## config.mk

```make
export PLATFORM = sky130hd
export DESIGN_NAME = regfile_read_unit
export DESIGN_NICKNAME = d
export VERILOG_FILES = /design/src/rtl/regfile_read_unit.sv
export SDC_FILE = /design/constraint.sdc
export NUM_CORES = 1
export LEC_CHECK = 0
export ABC_AREA = 1
export ABC_CLOCK_PERIOD_IN_PS = 7550
export BUFFER_PORTS_ARGS = -buffer_cell sky130_fd_sc_hd__clkbuf_2
export CELL_PAD_IN_SITES_DETAIL_PLACEMENT = 1
export CELL_PAD_IN_SITES_GLOBAL_PLACEMENT = 2
export CORE_AREA = 8 8 456 458
export CTS_CLUSTER_DIAMETER = 80
export DETAILED_ROUTE_END_ITERATION = 10
export DIE_AREA = 0 0 464 466
export PLACE_DENSITY_LB_ADDON = 0.1
export SLEW_MARGIN = 0
export SYNTH_ARGS = -nofsm -noshare
export SYNTH_HDL_FRONTEND = slang
export SYNTH_SLANG_ARGS = --single-unit
```

## constraint.sdc

```tcl
create_clock -name i_clk -period 7.55 [get_ports i_clk]
set_clock_uncertainty 0.05 [all_clocks]
set_input_delay 0.755 -clock i_clk [delete_from_list [all_inputs] [get_ports i_clk]]
set_output_delay 0.755 -clock i_clk [all_outputs]
set_load 0.005 [all_outputs]
```

## src/rtl/regfile_read_unit.sv

```systemverilog
// Read side of the 32x32 register file: two registered operand read ports with
// write forwarding, plus a valid/ready debug engine that streams every register in order.
//
// state  | meaning
// S_IDLE | waiting for dump_start
// S_SEND | presenting beat dump_idx, advancing on valid && ready
// S_DONE | one-cycle dump_done pulse, dump_start ignored
module regfile_read_unit #(
  parameter int NUM_REGS = 32,
  parameter int WIDTH    = 32,
  parameter bit BYPASS   = 1'b1
) (
  input  logic                      i_clk,
  input  logic                      i_clr,
  input  logic [NUM_REGS*WIDTH-1:0] i_reg_bus,
  input  logic                      i_wr_en,
  input  logic [4:0]                i_wr_addr,
  input  logic [WIDTH-1:0]          i_wr_data,
  input  logic                      i_rd_req_a,
  input  logic [4:0]                i_rd_addr_a,
  output logic [WIDTH-1:0]          o_rd_data_a,
  output logic                      o_rd_vld_a,
  input  logic                      i_rd_req_b,
  input  logic [4:0]                i_rd_addr_b,
  output logic [WIDTH-1:0]          o_rd_data_b,
  output logic                      o_rd_vld_b,
  input  logic                      i_dump_start,
  output logic                      o_dump_busy,
  output logic                      o_dump_valid,
  input  logic                      i_dump_ready,
  output logic [4:0]                o_dump_idx,
  output logic [WIDTH-1:0]          o_dump_data,
  output logic                      o_dump_last,
  output logic                      o_dump_done
);

  localparam logic [4:0] LAST_IDX = 5'(NUM_REGS - 1);

  typedef enum logic [1:0] {S_IDLE, S_SEND, S_DONE} state_t;

  state_t           r_state;
  logic [WIDTH-1:0] r_rd_data_a, r_rd_data_b, r_dump_data;
  logic             r_rd_vld_a, r_rd_vld_b;
  logic             r_dump_busy, r_dump_valid, r_dump_done;
  logic [4:0]       r_dump_idx;

  logic [WIDTH-1:0] w_regs [NUM_REGS];
  logic [WIDTH-1:0] w_rd_a, w_rd_b, w_rd_next;
  logic [4:0]       w_idx_next;

  for (genvar g = 0; g < NUM_REGS; g++) begin : g_unpack
    assign w_regs[g] = i_reg_bus[WIDTH*g +: WIDTH];
  end

  // Index 0 reads as zero and is never forwarded.
  function automatic logic [WIDTH-1:0] f_rd(input logic [4:0] x);
    if (x == 5'd0)                                return '0;
    else if (BYPASS && i_wr_en && i_wr_addr == x) return i_wr_data;
    else                                          return w_regs[x];
  endfunction

  assign w_idx_next = r_dump_idx + 5'd1;

  always_comb begin
    w_rd_a    = f_rd(i_rd_addr_a);
    w_rd_b    = f_rd(i_rd_addr_b);
    w_rd_next = f_rd(w_idx_next);
  end

  always_ff @(posedge i_clk or posedge i_clr) begin
    if (i_clr) begin
      r_rd_data_a <= '0;
      r_rd_vld_a  <= 1'b0;
      r_rd_data_b <= '0;
      r_rd_vld_b  <= 1'b0;
    end else begin
      r_rd_vld_a <= i_rd_req_a;
      r_rd_vld_b <= i_rd_req_b;
      if (i_rd_req_a) r_rd_data_a <= w_rd_a;
      if (i_rd_req_b) r_rd_data_b <= w_rd_b;
    end
  end

  always_ff @(posedge i_clk or posedge i_clr) begin
    if (i_clr) begin
      r_state      <= S_IDLE;
      r_dump_idx   <= '0;
      r_dump_data  <= '0;
      r_dump_busy  <= 1'b0;
      r_dump_valid <= 1'b0;
      r_dump_done  <= 1'b0;
    end else begin
      case (r_state)
        S_IDLE: begin
          r_dump_done <= 1'b0;
          if (i_dump_start) begin
            r_state      <= S_SEND;
            r_dump_idx   <= '0;
            r_dump_data  <= '0;
            r_dump_busy  <= 1'b1;
            r_dump_valid <= 1'b1;
          end
        end
        S_SEND: begin
          if (i_dump_ready) begin
            if (r_dump_idx == LAST_IDX) begin
              r_state      <= S_DONE;
              r_dump_busy  <= 1'b0;
              r_dump_valid <= 1'b0;
              r_dump_done  <= 1'b1;
            end else begin
              r_dump_idx  <= w_idx_next;
              r_dump_data <= w_rd_next;
            end
          end
        end
        S_DONE: begin
          r_state     <= S_IDLE;
          r_dump_done <= 1'b0;
        end
        default: begin
          r_state      <= S_IDLE;
          r_dump_busy  <= 1'b0;
          r_dump_valid <= 1'b0;
          r_dump_done  <= 1'b0;
        end
      endcase
    end
  end

  assign o_rd_data_a  = r_rd_data_a;
  assign o_rd_vld_a   = r_rd_vld_a;
  assign o_rd_data_b  = r_rd_data_b;
  assign o_rd_vld_b   = r_rd_vld_b;
  assign o_dump_busy  = r_dump_busy;
  assign o_dump_valid = r_dump_valid;
  assign o_dump_idx   = r_dump_idx;
  assign o_dump_data  = r_dump_data;
  assign o_dump_done  = r_dump_done;
  assign o_dump_last  = r_dump_valid && (r_dump_idx == LAST_IDX);

endmodule
```

==> impl_metrics.toml <==
[status]
status = "finished clean"

[placement]
dp_cells = 11624
routabilityCongestion = 0.9252
io_buffers = 1184
hpwl_um = 295600

[clock_tree]
cts_resized = 0
cts_hold_buf = 0
clkTransAtPathRegs_ns = 0.10
insertion_delay_ns = 0.42
numCtsBuffers = 9
cts_setup_buffers = 0
ctsHtreeMaxLevel = 3
cts_root_buf = "clkbuf_16"
clkSinkCount = 107
clk_path_buf_depth = 2
tritoncts = "built"

[die]
initial_core_util_pct = 19.21
coreArea_sq_um = 200900
die_y_um = 466
io_pins = 1185
design.die.area_sq_um = 216200
die_w_um = 464
std_cell_rows = 165

[route]
wl_um = 387500
via_per_inst = 5.230
first_pass_iters = 5
drt_iter0_markers = 5868
ant_nets = 0
vias = 61136
wl_per_cell_um = 33.15
drc = 0

[timing]
layout_min_cycle_time_ns = 4.945
hold_viol = 0
worst_pin_slew_ns = 1.427
fin_crit_sh_pct = 65.50
rsz0062_at_grt = "false"
max_freq_mhz = 202.2
final_max_slew_viol_count = 0
tns_ns = 0
slew_headroom_pct = 4.673
setup_viol = 0

[flow_run]
cap_violations = 0

[pwr]
power_leakage_uw = 0.02642
powerDensity_nw_per_um2 = 295.6
vdd_drop_max_uv = 371.9

[yosys]
synth_seq_area_share_pct = 6.940
ys_warn_count = 0
syn_area_sq_um = 38580
ys_ff_latch = 107
synth_area_per_cell_sq_um = 4.624
synth_nets = 9425
postSynthCellCount = 8344
synth.distinct_cells = 33

[grt]
grt_max_degree = 185
grt_usage_pct = 33.82
gr-total-overflow = 0
antenna_found_initial = 120
grt_pass1_wl_um = 522100
grt_pass1_vias = 59646

[cells_and_area]
finalNonFillerCells = 11690
final_net_count = 10044
drive_gt1_share_pct = 14.90
syn_to_final_growth_pct = 19.86

[critical_path]
crit_chain = "buf_4 -> ha_1 -> nand2_1 -> nor2_1 -> ha_4 -> xnor2_1 -> nand3_1 -> nor2_4 -> nand2_4 -> nand3_1 -> nand2_1 -> nand2_1"
crit_path_start_kind = "flip-flop"
path_max_fanout = 68
cp.required_ns = 7.86
cpMaxStageDelayCell = "nor2_4"
arrival_ns = 5.25
path_class = "reg -> reg"
cpPeakStageDelay_ns = 0.90
cpMostUsedCell = "nand2_1"
worst_setup_path_end_kind = "flip-flop"

[hold_path]
hold_class = "in -> async"
==> worst paths after layout <==
check                               from               to  slack [ns]  cells after the start
hold / removal                     i_clr   o_rd_data_a[6]        0.39                      2
max in group asynchronous          i_clr  o_rd_data_b[25]        5.52                      3
min in group i_clk            r_state[0]     o_dump_valid        0.44                      1
hold reg to reg               r_state[0]     o_dump_valid        0.44                      1
setup reg to reg           o_dump_idx[0]  o_dump_data[23]        2.60                     12
setup / recovery           o_dump_idx[0]  o_dump_data[23]        2.60                     12
==> synth_stat cells <==
| cell type | number | area share [%] |
|---|---|---|
| a31oi_2 | 1 | 0.032 |
| nand3_2 | 2 | 0.052 |
| xnor2_1 | 1 | 0.023 |
| inv_1 | 1047 | 10 |
| o31ai_1 | 1 | 0.019 |
| a21oi_1 | 460 | 6.0 |
| buf_2 | 364 | 4.7 |
| o22ai_1 | 7 | 0.11 |
| nand3_1 | 1414 | 18 |
| dfrtp_1 | 107 | 6.9 |
| nor3_2 | 2 | 0.052 |
| nand2_2 | 1 | 0.016 |
| clkinv_1 | 4 | 0.039 |
| nand3b_1 | 32 | 0.62 |
| o211ai_1 | 290 | 5.6 |
| xor2_2 | 2 | 0.084 |
| clkbuf_1 | 189 | 1.8 |
| nand4_1 | 1 | 0.016 |
| nand2_4 | 1 | 0.029 |
| buf_1 | 58 | 0.56 |
| buf_4 | 43 | 0.84 |
| a21oi_2 | 1 | 0.023 |
| xor2_1 | 2 | 0.045 |
| nand2_1 | 3523 | 34 |
| nor3_1 | 1 | 0.013 |
| o21ai_1 | 24 | 0.31 |
| o21ai_0 | 393 | 5.1 |
| nor2_2 | 4 | 0.065 |
| o31ai_4 | 1 | 0.055 |
| ha_1 | 3 | 0.097 |
| inv_2 | 6 | 0.058 |
| nor2_1 | 342 | 3.3 |
| buf_6 | 17 | 0.50 |
==> report_power, final <==
part / switching (uW) / total, uW / internal [uW]
registers: 435 / 1160 / 722
logic: 9050 / 11900 / 2860
clock network: 339 / 606 / 267
==> registers in the layout, summed over array words and instances (netlist names) <==
name and cells:
o_dump_data 32, o_rd_data_a 32, o_rd_data_b 32, o_dump_idx 5, r_state 2, o_dump_done 1, o_dump_valid 1, o_rd_vld_a 1
o_rd_vld_b 1
==> placed cells by master, fill, tap and decap left out, types with 4 or more instances in the layout <==
master	Yosys	routed
nor2_4	0	6
diode_2	0	50
buf_12	0	21
buf_8	0	4
buf_4	43	78
clkbuf_16	0	9
dfrtp_1	107	106
a21oi_1	460	460
nor2_1	342	340
inv_1	1047	1039
clkbuf_2	0	1175
inv_8	0	5
o21ai_0	393	393
o21ai_1	24	24
nand3b_1	32	32
inv_2	6	8
o211ai_1	290	290
o22ai_1	7	7
nand2_4	1	5
nand2_1	3523	3519
inv_6	0	5
nand3_1	1414	1414
==> metrics by stage <==
stage          power, uW  util (%)  hold slack, ns  worst slack, ns  cell area [sq um]
3_3_place_gp       12900     22.81          0.4151            2.711              45810
3_5_place_dp       12880     22.81          0.4119            2.683              45810
5_1_grt            14370     22.99          0.4388            2.459              46180
2_1_floorplan       7124         -          0.3906            3.928              38580
4_1_cts            13530     22.96          0.4239            2.649              46120
6_report           13670     23.02          0.3872            2.605              46250
==> per-layer routing <==
metal | vias up | track usage, % | wire [um]
li1 | 27617 | - | -
met1 | 30273 | 45.71 | 172200
met2 | 2644 | 52.71 | 168700
met3 | 526 | 6.322 | 27150
met4 | 76 | 13.91 | 18940
met5 | - | 0 | 469
==> layout make-up <==
| class | instances | area [sq um] |
|---|---|---|
| tap | 2672 | 3343 |
| multi-input combinational | 6509 | 28810 |
| sequential | 107 | 2681 |
| fill | 27368 | 154600 |
| clock inverter | 7 | 83.83 |
| clock buffer | 9 | 225.2 |
| antenna | 50 | 125.1 |
| inverter | 1057 | 4015 |
| timing repair buffer | 1279 | 6960 |
==> worst max-delay path, delay by kind of cell (launching register included) <==
kind / cells / cell delay [ns]
simple gates: 8 / 2.28
fa+ha+maj: 2 / 0.83
buf+inv: 1 / 0.74
flops: 1 / 0.67
xor+xnor: 1 / 0.18
==> cells by family (layout without fill, tap and decap cells) <==
logic type | after synthesis | in the layout | synth area share (%)
AO/OA/AOI/OAI | 1178 | 1178 | 17.26
buffers and inverters | 1728 | 2352 | 18.74
adder cells (fa/ha/maj) | 3 | 3 | 0.09730
other | 0 | 50 | 0
flip-flops | 107 | 107 | 6.940
AND/OR/NAND/NOR | 5323 | 5323 | 56.81
XOR/XNOR | 5 | 5 | 0.1524
No activity file was read; power rests on OpenSTA's default activity.
